`src/rtl/fetch_pkg.sv`:
```
// Shared types and constants for the instruction fetch unit and its queue.
package fetch_pkg;

   localparam int unsigned INST_W           = 32;
   localparam logic [31:0] DEFAULT_RESET_PC = 32'h0000_0000;

   typedef enum logic [1:0] {
      S_IDLE  = 2'd0,
      S_REQ   = 2'd1,
      S_DRAIN = 2'd2,
      S_HALT  = 2'd3
   } fetch_state_e;

   typedef struct packed {
      logic [INST_W-1:0] inst;
      logic [31:0]       pc;
   } fetch_entry_t;

   function automatic logic [31:0] word_align(input logic [31:0] a);
      return a & 32'hFFFF_FFFC;
   endfunction

endpackage

```
`src/rtl/fetch_queue.sv`:
```
// Small synchronous FIFO holding fetched {instruction, pc} pairs for the decoder.
module fetch_queue #(
   parameter int unsigned DEPTH = 2,
   parameter int unsigned W     = 64,
   localparam int unsigned AW   = (DEPTH > 1) ? $clog2(DEPTH) : 1,
   localparam int unsigned CW   = AW + 1
) (
   input  logic          clk,
   input  logic          rst_b,
   input  logic          push,
   input  logic          pop,
   input  logic          flush,
   input  logic [W-1:0]  wdata,
   output logic [W-1:0]  rdata,
   output logic [CW-1:0] count,
   output logic          full,
   output logic          empty
);

   logic [DEPTH-1:0][W-1:0] mem_q;
   logic [AW-1:0]           rd_ptr_q, wr_ptr_q;
   logic [CW-1:0]           count_q;
   logic                    push_ok, pop_ok;

   assign full    = (count_q == CW'(DEPTH));
   assign empty   = (count_q == '0);
   assign count   = count_q;
   assign rdata   = mem_q[rd_ptr_q];
   assign push_ok = push & ~full;
   assign pop_ok  = pop & ~empty;

   // Storage is cleared on reset so the head reads as zero out of reset.
   always_ff @(posedge clk or negedge rst_b) begin
      if (!rst_b) begin
         mem_q    <= '0;
         rd_ptr_q <= '0;
         wr_ptr_q <= '0;
         count_q  <= '0;
      end else if (flush) begin
         rd_ptr_q <= '0;
         wr_ptr_q <= '0;
         count_q  <= '0;
      end else begin
         if (push_ok) begin
            mem_q[wr_ptr_q] <= wdata;
            wr_ptr_q        <= wr_ptr_q + AW'(1);
         end
         if (pop_ok) rd_ptr_q <= rd_ptr_q + AW'(1);
         case ({push_ok, pop_ok})
            2'b10:   count_q <= count_q + CW'(1);
            2'b01:   count_q <= count_q - CW'(1);
            default: count_q <= count_q;
         endcase
      end
   end

endmodule

```
`src/rtl/instruction_fetch_unit.sv`:
```
// Instruction fetch: requests words from instruction memory, queues them for the
// decoder, and handles redirects and halt with any in-flight request drained.
module instruction_fetch_unit
   import fetch_pkg::*;
#(
   parameter logic [31:0] RESET_PC = DEFAULT_RESET_PC,
   parameter int unsigned QDEPTH   = 2
) (
   input  logic              clk,
   input  logic              rst_b,
   output logic              imem_req,
   output logic [31:0]       imem_addr,
   input  logic              imem_ack,
   input  logic [INST_W-1:0] imem_rdata,
   output logic              inst_valid,
   output logic [INST_W-1:0] inst,
   output logic [31:0]       inst_pc,
   input  logic              inst_ready,
   input  logic              redirect,
   input  logic [31:0]       redirect_target,
   input  logic              halt,
   output logic              fetch_idle
);

   localparam int unsigned CNT_W = ((QDEPTH > 1) ? $clog2(QDEPTH) : 1) + 1;

   fetch_state_e state_q, state_d;
   logic [31:0]  fetch_pc_q, fetch_pc_d;
   logic [31:0]  drain_addr_q, drain_addr_d;
   logic         halt_pend_q, halt_pend_d;

   logic             push, pop, flush, near_full;
   logic [CNT_W-1:0] q_count;
   logic             q_full, q_empty;
   fetch_entry_t     push_entry, head_entry;

   always_comb begin
      push_entry.inst = imem_rdata;
      push_entry.pc   = fetch_pc_q;
   end

   fetch_queue #(
      .DEPTH (QDEPTH),
      .W     ($bits(fetch_entry_t))
   ) u_queue (
      .clk   (clk),
      .rst_b (rst_b),
      .push  (push),
      .pop   (pop),
      .flush (flush),
      .wdata (push_entry),
      .rdata (head_entry),
      .count (q_count),
      .full  (q_full),
      .empty (q_empty)
   );

   // Halt and redirect override both queue ports; HALT keeps the queue empty.
   assign flush      = halt | redirect | (state_q == S_HALT);
   assign inst_valid = ~q_empty & (state_q != S_HALT);
   assign pop        = inst_valid & inst_ready & ~flush;
   assign near_full  = (q_count == CNT_W'(QDEPTH - 1));

   assign inst       = head_entry.inst;
   assign inst_pc    = head_entry.pc;
   assign imem_req   = (state_q == S_REQ) || (state_q == S_DRAIN);
   assign imem_addr  = (state_q == S_DRAIN) ? drain_addr_q : fetch_pc_q;
   assign fetch_idle = (state_q == S_HALT);

   always_comb begin
      state_d      = state_q;
      fetch_pc_d   = fetch_pc_q;
      drain_addr_d = drain_addr_q;
      halt_pend_d  = halt_pend_q;
      push         = 1'b0;
      unique case (state_q)
         S_IDLE: begin
            if (halt) begin
               state_d = S_HALT;
            end else if (redirect) begin
               fetch_pc_d = word_align(redirect_target);
               state_d    = S_REQ;
            end else if (!q_full) begin
               state_d = S_REQ;
            end
         end
         S_REQ: begin
            if (halt) begin
               if (imem_ack) begin
                  state_d = S_HALT;
               end else begin
                  halt_pend_d  = 1'b1;
                  drain_addr_d = fetch_pc_q;
                  state_d      = S_DRAIN;
               end
            end else if (redirect) begin
               fetch_pc_d = word_align(redirect_target);
               if (!imem_ack) begin
                  drain_addr_d = fetch_pc_q;
                  state_d      = S_DRAIN;
               end
            end else if (imem_ack) begin
               push       = 1'b1;
               fetch_pc_d = fetch_pc_q + 32'd4;
               state_d    = (pop || !near_full) ? S_REQ : S_IDLE;
            end
         end
         S_DRAIN: begin
            // The old request is still on the bus; only the restart address moves.
            if (halt) begin
               halt_pend_d = 1'b1;
            end else if (redirect && !halt_pend_q) begin
               fetch_pc_d = word_align(redirect_target);
            end
            if (imem_ack) state_d = (halt || halt_pend_q) ? S_HALT : S_REQ;
         end
         S_HALT: begin
            state_d = S_HALT;
         end
         default: state_d = S_IDLE;
      endcase
   end

   always_ff @(posedge clk or negedge rst_b) begin
      if (!rst_b) begin
         state_q      <= S_IDLE;
         fetch_pc_q   <= RESET_PC;
         drain_addr_q <= RESET_PC;
         halt_pend_q  <= 1'b0;
      end else begin
         state_q      <= state_d;
         fetch_pc_q   <= fetch_pc_d;
         drain_addr_q <= drain_addr_d;
         halt_pend_q  <= halt_pend_d;
      end
   end

endmodule

```
`config.mk`:
```
export PLATFORM = sky130hd
export DESIGN_NAME = instruction_fetch_unit
export DESIGN_NICKNAME = d
export VERILOG_FILES = /design/src/rtl/fetch_pkg.sv /design/src/rtl/fetch_queue.sv /design/src/rtl/instruction_fetch_unit.sv
export SDC_FILE = /design/constraint.sdc
export NUM_CORES = 1
export LEC_CHECK = 0
export CAP_MARGIN = 20
export CORE_MARGIN = 5
export CORE_UTILIZATION = 49
export DETAILED_ROUTE_END_ITERATION = 10
export DONT_BUFFER_PORTS = 1
export SLEW_MARGIN = 20
export SYNTH_ARGS = -nofsm -noshare
export SYNTH_HDL_FRONTEND = slang
export SYNTH_SLANG_ARGS = --single-unit
```
`constraint.sdc`:
```
create_clock -name clk -period 2.87 [get_ports clk]
set_input_delay 0.574 -clock clk [delete_from_list [all_inputs] [get_ports clk]]
set_output_delay 0.574 -clock clk [all_outputs]
set_load 0.01 [all_outputs]
```
* Yosys cells after proc, flatten, opt, wreduce, memory -nomap -nowiden
Index checks and enable logic that the tools add are counted.
** Cells by class
- Order comparisons :: 3
- Add/sub/neg operators :: 5
- Reductions and logical operators :: 20
- Bitwise logic cells :: 10
- Multiplexer cells :: 43
- Equal/unequal tests :: 21
** Operators with widths (count)
- $mux 32 :: 11
- $mux 64 :: 3
- $bwmux 128 :: 1
- $pmux 32 s3 :: 1
- $demux 64 s1 :: 1
- $add 32x3->32 const B :: 1
- $mux 2 :: 10
- $ne 2x2->1 const B :: 9
- $mux 1 :: 13
- $ne 4x4->1 const B :: 3
- $eq 2x2->1 const B :: 4
- $pmux 2 s4 :: 1
- $reduce_and 4->1 :: 2
- $reduce_bool 2->1 :: 4
- $reduce_and 7->1 :: 1
- $eq 2x1->1 const B :: 3
- $reduce_bool 3->1 :: 2
- $and 1x1->1 :: 5
- $logic_not 2->1 :: 2
- $lt 1x2->1 const B :: 2
- $pmux 2 s2 :: 1
- $reduce_and 2->1 :: 2
- $logic_or 1x1->1 :: 3
- $ne 3x3->1 const B :: 1
- 10 further kinds :: 16
** Storage, ports and cells
- Flip-flop bits (word level) :: 199
- Word-level logic and storage cells :: 111
- Bits of input ports :: 70

* Depth between registers and ports, before layout
Gate-level depths: netlist of the first run.
- Depth after elaboration :: 11
- Mapped depth :: 9
- Mapped depth without buffers :: 7

* Cells and area by module
A second synthesis of the first run with hierarchy kept.
** Unflattened totals
- Cells, all modules :: 746
- Area total of the unflattened synthesis :: 9783.1 um^2
** By module, submodules not included
- fetch_queue :: instances 1, sequential area each 3303.2 um^2, area an instance 5957.0 um^2, cells an instance 364
- instruction_fetch_unit :: instances 1, sequential area each 1576.5 um^2, area an instance 3826.2 um^2, cells an instance 382

* Least setup slack after synthesis of the first run
No wires, ideal clock.
- Kind :: register to register
- From :: register state_q[0]
- To :: register u_queue.mem_q[10] (netlist name)
- Slack :: 730 ps
- Library setup time :: 125 ps
- Data required time :: 2745 ps
- Data arrival time :: 2015 ps
- Cell stages (with the launch flop) :: 7
- Clock period less this slack :: 2140 ps
- Buffers on the path :: 2
- Cells stage by stage :: dfrtp_1 > ha_1 > or3_1 > buf_6 > nor3_4 > buf_6 > mux2_4
** Between the ends
- Cells in the longest elaborated chain, start to end :: 4
- Elaborated cells on any way between the ends :: 7
- Classes of those cells :: eq/ne: 2; mux: 1; bitwise: 3; reduce/logical: 1
** Ends and longest elaborated chain
- from (decl) :: line instruction_fetch_unit.sv:27 : fetch_state_e state_q, state_d;
- from (signal assigned) :: line instruction_fetch_unit.sv:131 : state_q <= state_d;
- $eq 2x2->1
- via fetch_idle :: line instruction_fetch_unit.sv:22 : output logic fetch_idle
- $or 1x1->1 :: line instruction_fetch_unit.sv:59 : assign flush = halt | redirect | (state_q == S_HALT);
- $not 1->1 (no source line)
- $reduce_and 2->1 (no source line)
- to (signal, indexed assignment) :: line fetch_queue.sv:45 : mem_q[wr_ptr_q] <= wdata;
- to (decl) :: line fetch_queue.sv:20 : logic [DEPTH-1:0][W-1:0] mem_q;
The timed path passes the listed nets, and every way through them passes these cells.
A chain may end at the register's enable or synchronous reset.

* Worst setup path in the final report of the first run
- From :: register state_q[0]
- To :: output port imem_addr[16]
** Between the ends
- Cells in the longest elaborated chain, start to end :: 2
** Ends and longest elaborated chain
- $eq 2x2->1 :: line instruction_fetch_unit.sv:67 : assign imem_addr = (state_q == S_DRAIN) ? drain_addr_q : fetch_pc_q;
- $mux 32 :: line instruction_fetch_unit.sv:67
- to (decl) :: line instruction_fetch_unit.sv:12 : output logic [31:0] imem_addr,
No other way between the ends.

==> results of run 1 <==
==> kinds of logic (layout without fill, tap and decap cells) <==
family | count (synthesis) | in the layout | share of synthesized area (%)
adder cells (fa/ha/maj) | 9 | 9 | 1.18
AND/OR/NAND/NOR | 110 | 110 | 5.88
AO/OA/AOI/OAI | 109 | 109 | 7.37
XOR/XNOR | 3 | 3 | 0.275
multiplexers | 250 | 250 | 31.4
flip-flops | 191 | 191 | 50.0
other | 1 | 5 | 0.0392
buffers and inverters | 69 | 61 | 3.86
==> placed cells by master (no fill, tap or decap), types with 3 or more instances in the layout <==
| master | n |
|---|---|
| a211oi_1 | 6 |
| a21oi_1 | 37 |
| a2bb2oi_1 | 9 |
| a311oi_1 | 3 |
| a31oi_1 | 3 |
| and2_1 | 4 |
| and3_1 | 6 |
| and4_1 | 4 |
| buf_12 | 3 |
| buf_4 | 17 |
| clkbuf_16 | 17 |
| clkinvlp_4 | 3 |
| conb_1 | 4 |
| dfrtp_1 | 190 |
| ha_1 | 8 |
| inv_1 | 9 |
| inv_6 | 3 |
| mux2_1 | 14 |
| mux2_2 | 183 |
| mux2_4 | 50 |
| mux2i_1 | 3 |
| nand2_1 | 26 |
| nand2b_1 | 3 |
| nand3_1 | 16 |
| nand4_1 | 8 |
| nor2_1 | 22 |
| nor2_2 | 3 |
| nor3_1 | 6 |
| o21ai_0 | 17 |
| o22ai_1 | 11 |
| o31ai_1 | 3 |
| or3_1 | 3 |
==> synthesized netlist by cell type (all sizes together), types with 3 or more instances <==
library cell	number
and3	6
buf	40
a211oi	6
o21ai	17
a311oi	3
ha	9
mux2i	3
nor2	25
nand2	27
and4	4
dfrtp	191
a21oi	37
nand4	8
nor3	7
or3	3
nand3	16
o22ai	11
clkbuf	20
o31ai	3
mux2	247
inv	9
nand2b	3
a2bb2oi	9
a31oi	3
and2	4
==> metrics by stage <==
stage | cells | power [mW] | hold WS, ns | utilization [%]
2_1_floorplan | 745 | 7.83 | 0.278 | -
5_1_grt | 1003 | 11.8 | -0.201 | 53.6
3_3_place_gp | 970 | 8.60 | 0.284 | 50.5
6_report | 1003 | 11.1 | -0.174 | 53.6
3_5_place_dp | 970 | 8.77 | 0.284 | 50.5
4_1_cts | 1002 | 11.2 | -0.191 | 53.6
==> area by class of cell <==
| cell class | count | share of cell area, % |
|---|---|---|
| Clock inverter | 14 | 1.53 |
| Inverter | 9 | 0.326 |
| Tap cell | 265 | 3.20 |
| Antenna cell | 1 | 0.0242 |
| Timing Repair Buffer | 20 | 1.81 |
| Multi-Input combinational cell | 485 | 42.8 |
| Sequential cell | 191 | 46.1 |
| Clock buffer | 18 | 4.14 |
==> path summary, 6_finish.rpt <==
kind                                         start            endpoint  slack (ns)  cells past startpoint
worst max-delay path                    state_q[0]       imem_addr[16]        0.32                      4
worst min-delay path                         rst_b   u_queue.mem_q[42]       -0.17                      0
worst max register to register          state_q[1]   u_queue.mem_q[13]        0.39                      6
worst min register to register  u_queue.mem_q[124]  u_queue.mem_q[124]        0.49                      1
max in group asynchronous                    rst_b  u_queue.mem_q[114]        2.63                      0
min in group clk                    imem_rdata[10]  u_queue.mem_q[106]        0.27                      1
==> flip-flops by register name, indices dropped and copies added, names as in the netlist <==
register	flops
u_queue.mem_q	124
u_queue.wr_ptr_q	1
u_queue.count	2
u_queue.rd_ptr_q	1
halt_pend_q	1
fetch_pc_q	30
state_q	2
drain_addr_q	30
==> power groups by stage <==
stage | registers (mW) | logic [mW] | clock network [mW]
after global routing | 4.70 | 4.53 | 2.57
after global placement | 4.51 | 4.09 | 0
after CTS | 4.54 | 4.20 | 2.46
after detailed placement | 4.59 | 4.17 | 0
after floorplan | 4.15 | 3.68 | 0
final | 4.54 | 4.15 | 2.39
==> worst reg2reg max path: stages, from the launching register on <==
cell and delay [ns]:
dfrtp_1 0.41, inv_1 0.11, ha_1 0.37, nand3b_1 0.20
nor3_4 0.59, buf_4 0.36, mux2_4 0.33
==> routing by layer <==
layer / wire, microns / part of all wire, % / track usage [%]
met1: 9300 / 43 / 24.7
met2: 10700 / 49 / 33.2
met3: 1440 / 6.6 / 6.45
met4: 326 / 1.5 / 5.86
met5: 0 / 0 / 0
==> summary.md, run 1 <==
| Metric | Value |
|---|---|
| Run status | finished with violations |
| Failing checks | negative hold slack |
| RSZ-0062 raised after global routing | false |
| Detailed Place HPWL | between 10 and 15 mm |
| WP buf/inv | 2 |
| Synth warn | 0 |
| Core area | approximately 19000 sq um |
| Post-synth EDFFs | 0 |
| Routability cong. | between 0.8 and 0.9 |
| Share of post-route cells with drive strength above 1 | between 30% and 40% |
| TritonCTS buffer count | 17 |
| Final WS setup | around 0.32 ns |
| Net Sw Power | around 4 mW |
| CTS Buffer Depth | 2 |
| Full die area | around 22000 sq um |
| Synthesized area | approximately 9600 sq um |
| Worst Hold Margin | -0.174 ns |
| Multi-input gate area | between 4000 and 5000 sq um |
| Vias in the first global route | around 6200 |
| Peak Freq | about 0.39 GHz |
| Rows | 51 |
| Largest cells by area after synthesis | dfrtp_1 (50%), mux2_2 (22%), mux2_4 (7.9%), a21oi_1 (1.9%), mux2_1 (1.6%) |
| Mean Syn Cell Area | between 10 and 15 sq um |
| Root Driver | clkbuf_16 |
| Largest net degree at the start of global routing | ~190 |
| Asr flop ratio synth | 100% |
| Power Internal | 7.08 mW |
| Slowest CP cell | mux2_2 |
| DRT iter0 DRCs | around 350 |
| Cell count after synthesis | between 700 and 800 |
| H-tree depth | 4 |
| Io pins | about 170 |
| Via count | between 5000 and 6000 |
| Critical Path Max Stage Delay | roughly 0.43 ns |
| Reg power frac | 41.0% |
| Post-route cell area | around 10000 sq um |
| Final net count | 803 |
| Critical path cell sequence | inv_1 -> ha_2 -> buf_4 -> mux2_2 |
| Setup TNS | 0 ns |
| Die Y | 150 microns |
| Register area | between 4000 and 5000 sq um |
| Resize count post-CTS | 0 |
| CP Launch Type | flop |
| Setup crit end kind | primary output |
| Clock network power share | about 22% |
| Maximum vdd drop | roughly 0.57 mV |
| DP Area | between 9000 and 10000 sq um |
| Worst Tran Pin Value | about 0.65 ns |
| CP Data Arrival Time | between 1.5 and 2 ns |
| Clk slew on worst S/H paths | 0.07 ns |
| Seq cells post-synth | ~190 |
| First-pass GRT wire length | roughly 35 mm |
| WL final | about 22 mm |
| Postcts setup bufs | 0 |
| Post-route antenna net violation count | 0 |
| Synthesis-to-layout area growth | 8.42% |
| Minimum clock period | around 2.6 ns |
| P_leak | about 4.5 nW |
| Worst clock skew | around 0.0067 ns |
| Count of different cell masters after synthesis | 58 |
| Sw frac | a little over a third |
| Yosys top cell by area | dfrtp_1 |
| FILL cells | about 1600 |
| Hold Fails Final Rpt | about 190 |
| DRC | 0 |
| Clk Latency, worst-skew pair | about 0.43 ns |
| Worst Setup Path Type | flop to primary output |
| Final global-route overflow total | 0 |
| Initial antenna violation count | 1 |
| Initial core utilization | between 40% and 50% |
| Combinational share of power | between 30% and 40% |
| Min-delay worst type | input port to async pin |
| CTS tree | done |
| Post-synthesis sequential area ratio | between 50% and 60% |
| # Max-Cap Violations | 0 |
| Power per cell area | 1070 nW/um^2 |
| WP data required | approximately 2.3 ns |
| Final slew viol count | 0 |
| Drt wl/cell | about 22 microns |
| Dominant synthesized flop cell | dfrtp_1 |
| Final worst-path cycle share | between 80% and 90% |
| Total GRT Usage | 19.9% |
| CP top delay family | buffers and inverters |
| Max FO, Critical Path | 24 |
| Place WS | approximately 0.37 ns |
| Die X | around 150 microns |
| CTS sink cnt | ~190 |
| Vias/cell | approximately 5.7 |
| Drt pass-1 iters | 4 |
| Worst rel slew slack | ~56% |
| PortBufs | 0 |
| Top-area cell type share of the netlist area | 50.0% |
| Setup Viol. Count Final | 0 |
Power figures use the tool's default switching activity.
==> inputs of run 2 (changes only) <==
--- a/config.mk
+++ b/config.mk
@@ -8,9 +8,10 @@
 export CAP_MARGIN = 20
 export CORE_MARGIN = 5
 export CORE_UTILIZATION = 49
+export CTS_BUF_LIST = sky130_fd_sc_hd__clkbuf_8
 export DETAILED_ROUTE_END_ITERATION = 10
 export DONT_BUFFER_PORTS = 1
-export SLEW_MARGIN = 20
+export SLEW_MARGIN = 30
 export SYNTH_ARGS = -nofsm -noshare
 export SYNTH_HDL_FRONTEND = slang
 export SYNTH_SLANG_ARGS = --single-unit
==> run 2 against run 1 <==
  * The flow still finishes with violations (negative hold slack)
  * Worst hold slack worse by 0.033 ns
  * Die area did not move
  * Total power shrank 5.4%
  * Sequential share of layout area increased by 0.87 points
  * Non-clock buffer count unchanged
  * Cell count unchanged
  * Combinational power barely moved
  * Critical path type unchanged
  * Largest power group unchanged
==> summary.md, run 2 (synthesis results as in run 1) <==
| Metric | Value |
|---|---|
| Run status | finished with violations |
| CP Data Arrival Time | 2.01 ns (+0.03 ns) |
| Largest net degree at the start of global routing | 192 (unchanged) |
| WP data required | 2.30 ns (about the same) |
| H-tree depth | 4 (unchanged) |
| Max FO, Critical Path | 24 (unchanged) |
| Postcts setup bufs | 0 (unchanged) |
| CTS sink cnt | 191 (unchanged) |
| Combinational share of power | 39.6% (+2.2 points) |
| P_leak | 4.45 nW (-1.8%) |
| Top reg by flops | u_queue.mem_q |
| Core area | 19300 sq um (unchanged) |
| First-pass GRT wire length | 34.6 mm (-0.38%) |
| Post-route antenna net violation count | 0 (unchanged) |
| Drt wl/cell | 21.5 microns (-0.62%) |
| Place WS | 0.365 ns (unchanged) |
| Post-route cell area | 10200 sq um (-1.8%) |
| Minimum clock period | 2.58 ns (+0.0301 ns) |
| Vias/cell | 5.69 (-0.89%) |
| Share of post-route cells with drive strength above 1 | 39.9% (unchanged) |
| Full die area | 22400 sq um (unchanged) |
| Worst Hold Margin | -0.207 ns (-0.0331 ns) |
| WL final | 21.6 mm (-0.62%) |
| Most frequent cells in the layout | dfrtp_1 (190), mux2_2 (183), mux2_4 (50) |
| Detailed Place HPWL | 14.8 mm (unchanged) |
| Drt pass-1 iters | 4 (unchanged) |
| CTS Buffer Depth | 2 (unchanged) |
| Final global-route overflow total | 0 (unchanged) |
| RSZ-0062 raised after global routing | false |
| Clk Latency, worst-skew pair | 0.46 ns (+0.03 ns) |
| FF-to-FF Start | state_q[0] |
| DP Area | 9770 sq um (unchanged) |
| Failing checks | negative hold slack |
| R2R Setup Slk | 0.37 ns (-0.02 ns) |
| Reg2Reg Depth | 5 (-1) |
| Routability cong. | 0.827 (unchanged) |
| Io pins | 169 (unchanged) |
| Final worst-path cycle share | 89.9% (+1.1 points) |
| Reg-to-reg endpoint | u_queue.mem_q[13] |
| Setup TNS | 0 ns (unchanged) |
| Slowest CP cell | mux2_2 |
| Vias in the first global route | 6190 (-0.40%) |
| Worst Setup Path Type | flop to primary output |
| CTS tree | done |
| Total GRT Usage | 19.7% (-0.16 points) |
| Final slew viol count | 0 (unchanged) |
| Via count | 5708 (-0.89%) |
| Commonest non-fill, non-tap cell in the layout | dfrtp_1 |
| Initial core utilization | 49.4% (unchanged) |
| Setup crit end kind | primary output |
| Die X | 150 microns (unchanged) |
| Die Y | 150 microns (unchanged) |
| Clk slew on worst S/H paths | 0.11 ns (+0.04 ns) |
| Hold Fails Final Rpt | 191 (unchanged) |
| Peak Freq | 0.387 GHz (-1.2%) |
| Critical path cell sequence | inv_1 -> ha_2 -> buf_4 -> mux2_2 |
| PortBufs | 0 (unchanged) |
| # Max-Cap Violations | 0 (unchanged) |
| Initial antenna violation count | 1 (unchanged) |
| Final WS setup | 0.289 ns (-0.0301 ns) |
| Max reg flops | 124 (unchanged) |
| Sw frac | 37.3% (+1.3 points) |
| Min-delay worst type | input port to async pin |
| Worst Tran Pin Value | 0.664 ns (+0.00893 ns) |
| TritonCTS buffer count | 17 (unchanged) |
| Maximum vdd drop | 0.566 mV (about the same) |
| Dpl cells | 970 (unchanged) |
| Reg power frac | 43.3% (+2.3 points) |
| Synthesis-to-layout area growth | 6.42% |
| Clock network power share | 17.1% (-4.5 points) |
| Critical Path Max Stage Delay | 0.43 ns (about the same) |
| Worst rel slew slack | 55.6% (-0.60 points) |
| Root Driver | clkbuf_8 |
| Layout Cells excl Fill | 1003 (unchanged) |
| Final net count | 803 (unchanged) |
| Power per cell area | 1030 nW/um^2 (-3.7%) |
| Worst clock skew | 0.0117 ns (+0.00497 ns) |
| CP Launch Type | flop |
| DRT iter0 DRCs | 353 (unchanged) |
| Setup Viol. Count Final | 0 (unchanged) |
| Rows | 51 (unchanged) |
| Power Internal | 6.56 mW (-7.3%) |
| Net Sw Power | 3.91 mW (-2.1%) |
| DRC | 0 (unchanged) |
| Largest registers | u_queue.mem_q (124), drain_addr_q (30), fetch_pc_q (30) |
## run 2: cell types whose count changed in the layout (fill, tap and decap cells not counted)
cell | before | now
clkbuf_1 | 1 | 0
inv_1 | 9 | 10
clkbuf_16 | 17 | 0
clkbuf_8 | 0 | 17
## run 2: worst max-delay path by stage
| stage | to | cells after the start | from | slack (ns) |
|---|---|---|---|---|
| 2_1_floorplan | u_queue.mem_q[10] | 6 | state_q[0] | 0.73 |
| 3_3_place_gp | u_queue.mem_q[11] | 4 | halt | 0.42 |
| 3_5_place_dp | u_queue.mem_q[6] | 5 | state_q[0] | 0.37 |
| 4_1_cts | imem_addr[16] | 4 | state_q[0] | 0.25 |
| 5_1_grt | fetch_pc_q[4] | 8 | state_q[1] | 0.16 |
| 6_report | imem_addr[16] | 4 | state_q[0] | 0.29 |
## run 2: what timing repair did
| action | in CTS | in global routing |
|---|---|---|
| resized for setup | 0 | 0 |
| endpoints found under the setup margin | 0 | 0 |
| endpoints found under the hold margin | 191 | 191 |
## run 2: layer usage
metal / routed length, microns / part of all wire [%] / global-route usage, %
met5: 0 / 0 / 0
met4: 261 / 1.2 / 4.76
met3: 1500 / 6.9 / 6.72
met2: 10600 / 49 / 33.3
met1: 9200 / 43 / 24.5
## run 2: layout make-up
cell class | instances | area (sq um)
antenna | 1 | 2.50
clock buffer | 17 | 234
clock inverter | 15 | 163
fill | 1655 | 9170
inverter | 9 | 33.8
multi-input combinational | 485 | 4440
sequential | 191 | 4780
tap | 265 | 332
timing repair buffer | 20 | 188
## run 2: power groups by stage
stage / logic (mW) / registers [mW] / clock network [mW]
floorplan: 3.68 / 4.15 / 0
global placement: 4.09 / 4.51 / 0
detailed placement: 4.17 / 4.59 / 0
CTS: 4.20 / 4.54 / 1.86
global route: 4.53 / 4.70 / 1.97
finish: 4.14 / 4.54 / 1.79
## run 2: per-stage QoR
stage / util [%] / power, mW
2_1_floorplan: - / 7.83
3_3_place_gp: 50.5 / 8.60
3_5_place_dp: 50.5 / 8.77
4_1_cts: 52.6 / 10.6
5_1_grt: 52.6 / 11.2
6_report: 52.6 / 10.5
## run 2: critical path, delay by kind of cell, from the launching register on
kind | cells | cell delay (ns)
muxes | 1 | 0.43
adders and majority gates | 1 | 0.23
DFF | 1 | 0.42
buffers and inverters | 2 | 0.46
==> inputs of run 3 (changes only) <==
--- a/config.mk
+++ b/config.mk
@@ -6,11 +6,12 @@
 export NUM_CORES = 1
 export LEC_CHECK = 0
 export CAP_MARGIN = 20
-export CORE_MARGIN = 5
+export CORE_MARGIN = 2
 export CORE_UTILIZATION = 49
 export CTS_BUF_LIST = sky130_fd_sc_hd__clkbuf_8
 export DETAILED_ROUTE_END_ITERATION = 10
 export DONT_BUFFER_PORTS = 1
+export MAX_ROUTING_LAYER = met4
 export SLEW_MARGIN = 30
 export SYNTH_ARGS = -nofsm -noshare
 export SYNTH_HDL_FRONTEND = slang
==> run 3 against run 2 <==
  * Die area down 7.9%
  * Final area is essentially flat
  * The flow still finishes with violations (negative hold slack)
  * Clock-buffer cell count is the same
  * Worst hold slack worse by 0.0052 ns
  * Critical endpoint is now imem_addr[17]
  * Via count rose by 2.9%
  * Critical path depth unchanged
==> summary.md, run 3 (synthesis results as in run 1) <==
| Metric | Value |
|---|---|
| Largest registers | u_queue.mem_q (124), drain_addr_q (30), fetch_pc_q (30) |
| Root Driver | clkbuf_8 |
| FILL cells | 1644 (-0.66%) |
| Largest net degree at the start of global routing | 192 (unchanged) |
| CTS Buffer Depth | 2 (unchanged) |
| Detailed Place HPWL | 14.1 mm (-4.5%) |
| TritonCTS buffer count | 17 (unchanged) |
| Max FO, Critical Path | 20 (-17%) |
| Clk Latency, worst-skew pair | 0.48 ns (+0.02 ns) |
| Multi-input gate area | 4450 sq um (+0.23%) |
| Commonest non-fill, non-tap cell in the layout | dfrtp_1 |
| Rows | 51 (unchanged) |
| CP Data Arrival Time | 2.15 ns (+0.14 ns) |
| Minimum clock period | 2.73 ns (+0.146 ns) |
| Synthesis-to-layout area growth | 6.45% (about the same) |
| First-pass GRT wire length | 32.6 mm (-5.6%) |
| Drt pass-1 iters | 5 (+1) |
| Min-delay worst type | input port to async pin |
| Die Y | 144 microns (-4.0%) |
| Vias in the first global route | 5872 (-5.1%) |
| Postcts setup bufs | 0 (unchanged) |
| Final slew viol count | 0 (unchanged) |
| WP data required | 2.30 ns (about the same) |
| CTS tree | done |
| Worst Hold Margin | -0.212 ns (-0.00516 ns) |
| Share of post-route cells with drive strength above 1 | 39.9% (about the same) |
| Power per cell area | 1030 nW/um^2 (about the same) |
| Final global-route overflow total | 0 (unchanged) |
| CP Launch Type | flop |
| Initial core utilization | 49.6% (+0.16 points) |
| Setup TNS | 0 ns (unchanged) |
| P_leak | 4.44 nW (-0.25%) |
| Via count | 5871 (+2.9%) |
| Total GRT Usage | 21.2% (+1.5 points) |
| WL final | 21.1 mm (-2.3%) |
| Maximum vdd drop | 0.553 mV (-2.2%) |
| Die X | 144 microns (-4.0%) |
| H-tree depth | 4 (unchanged) |
| Io pins | 169 (unchanged) |
| Setup crit end kind | primary output |
| Register area | 4780 sq um (unchanged) |
| PortBufs | 0 (unchanged) |
| # Max-Cap Violations | 0 (unchanged) |
| Clk slew on worst S/H paths | 0.10 ns (about the same) |
| Final net count | 801 (-0.25%) |
| CTS sink cnt | 191 (unchanged) |
| Worst clock skew | 0.0234 ns (+0.0117 ns) |
| Vias/cell | 5.85 (+2.9%) |
| Setup Viol. Count Final | 0 (unchanged) |
| Top reg by flops | u_queue.mem_q |
| Initial antenna violation count | 2 (+1) |
| Hold Fails Final Rpt | 191 (unchanged) |
| Worst Tran Pin Value | 0.708 ns (+0.0444 ns) |
| Drt wl/cell | 21.0 microns (-2.3%) |
| Final worst-path cycle share | 95.0% (+5.1 points) |
| Run status | finished with violations |
| Failing checks | negative hold slack |
| Routability cong. | 0.857 (+3.6%) |
| DRT iter0 DRCs | 310 (-12%) |
| Most frequent cells in the layout | dfrtp_1 (190), mux2_2 (183), mux2_4 (50) |
| DRC | 0 (unchanged) |
| Max reg flops | 124 (unchanged) |
| Worst rel slew slack | 52.8% (-2.8 points) |
| Worst Setup Path Type | flop to primary output |
| Post-route antenna net violation count | 0 (unchanged) |
| Peak Freq | 0.367 GHz (-5.4%) |
| RSZ-0062 raised after global routing | false |
| Full die area | 20600 sq um (-7.9%) |
| Core area | 19300 sq um (-0.33%) |
-- run 3: changes by cell type in the layout (fill, tap and decap cells not counted), sizes merged --
cell	change
bufinv	-1
inv	-1
buf	-2
diode	+2
clkinv	+2
-- run 3: per-layer routing --
layer | vias up | GRT usage (%) | routed length, microns | share of wire (%)
li1 | 2657 | - | - | -
met3 | 29 | 6.30 | 1560 | 7.4
met5 | - | - | 0 | 0
met1 | 3004 | 27.1 | 9220 | 44
met4 | 0 | 6.50 | 402 | 1.9
met2 | 181 | 32.9 | 9920 | 47
-- run 3: worst paths after layout --
path                                     from            endpoint  slack [ns]  cells past startpoint
max in group asynchronous               rst_b    u_queue.rd_ptr_q        2.77                      0
max                                state_q[0]       imem_addr[17]        0.14                      4
min                                     rst_b   u_queue.mem_q[35]       -0.21                      0
min reg2reg                u_queue.mem_q[119]  u_queue.mem_q[119]        0.49                      1
max reg2reg                        state_q[1]      fetch_pc_q[31]        0.39                      9
min in group clk               imem_rdata[28]  u_queue.mem_q[124]        0.23                      1
-- run 3: where the power goes --
| group | switching, mW | total, mW | leakage [nW] | internal, mW |
|---|---|---|---|---|
| clock network | 1.03 | 1.75 | 0.190 | 0.713 |
| registers | 0.896 | 4.56 | 2.38 | 3.67 |
| logic | 2.04 | 4.16 | 1.87 | 2.12 |
| total | 3.97 | 10.5 | 4.44 | 6.50 |
-- run 3: layout make-up --
class,instances,area share (%)
diodes,3,0.0738
inverters,9,0.332
flip-flops and latches,191,47.0
multi-input cells,485,43.7
repair buffers,18,1.82
well taps,265,3.26
clock inverters,15,1.51
clock buffers,17,2.30
-- run 3: through the flow --
stage	cell area [sq um]	utilization, %	std cells	worst slack [ns]	total power [mW]
final	10200	52.8	1003	0.142	10.5
after global placement	9770	50.7	968	0.405	8.57
after global routing	10200	52.8	1002	0.0361	11.1
after CTS	10200	52.8	1000	0.112	10.5
after floorplan	9570	-	745	0.730	7.83
after detailed placement	9770	50.7	968	0.344	8.75
-- run 3: critical path: stages, from the launching register on --
cell and delay, ns:
dfrtp_1 0.41, inv_1 0.16, ha_4 0.31, buf_4 0.34
mux2_2 0.43
-- run 3: repair_timing --
action,in CTS,in global routing
endpoints found under the setup margin,20,0
endpoints found under the hold margin,191,191
resized for setup,1,0
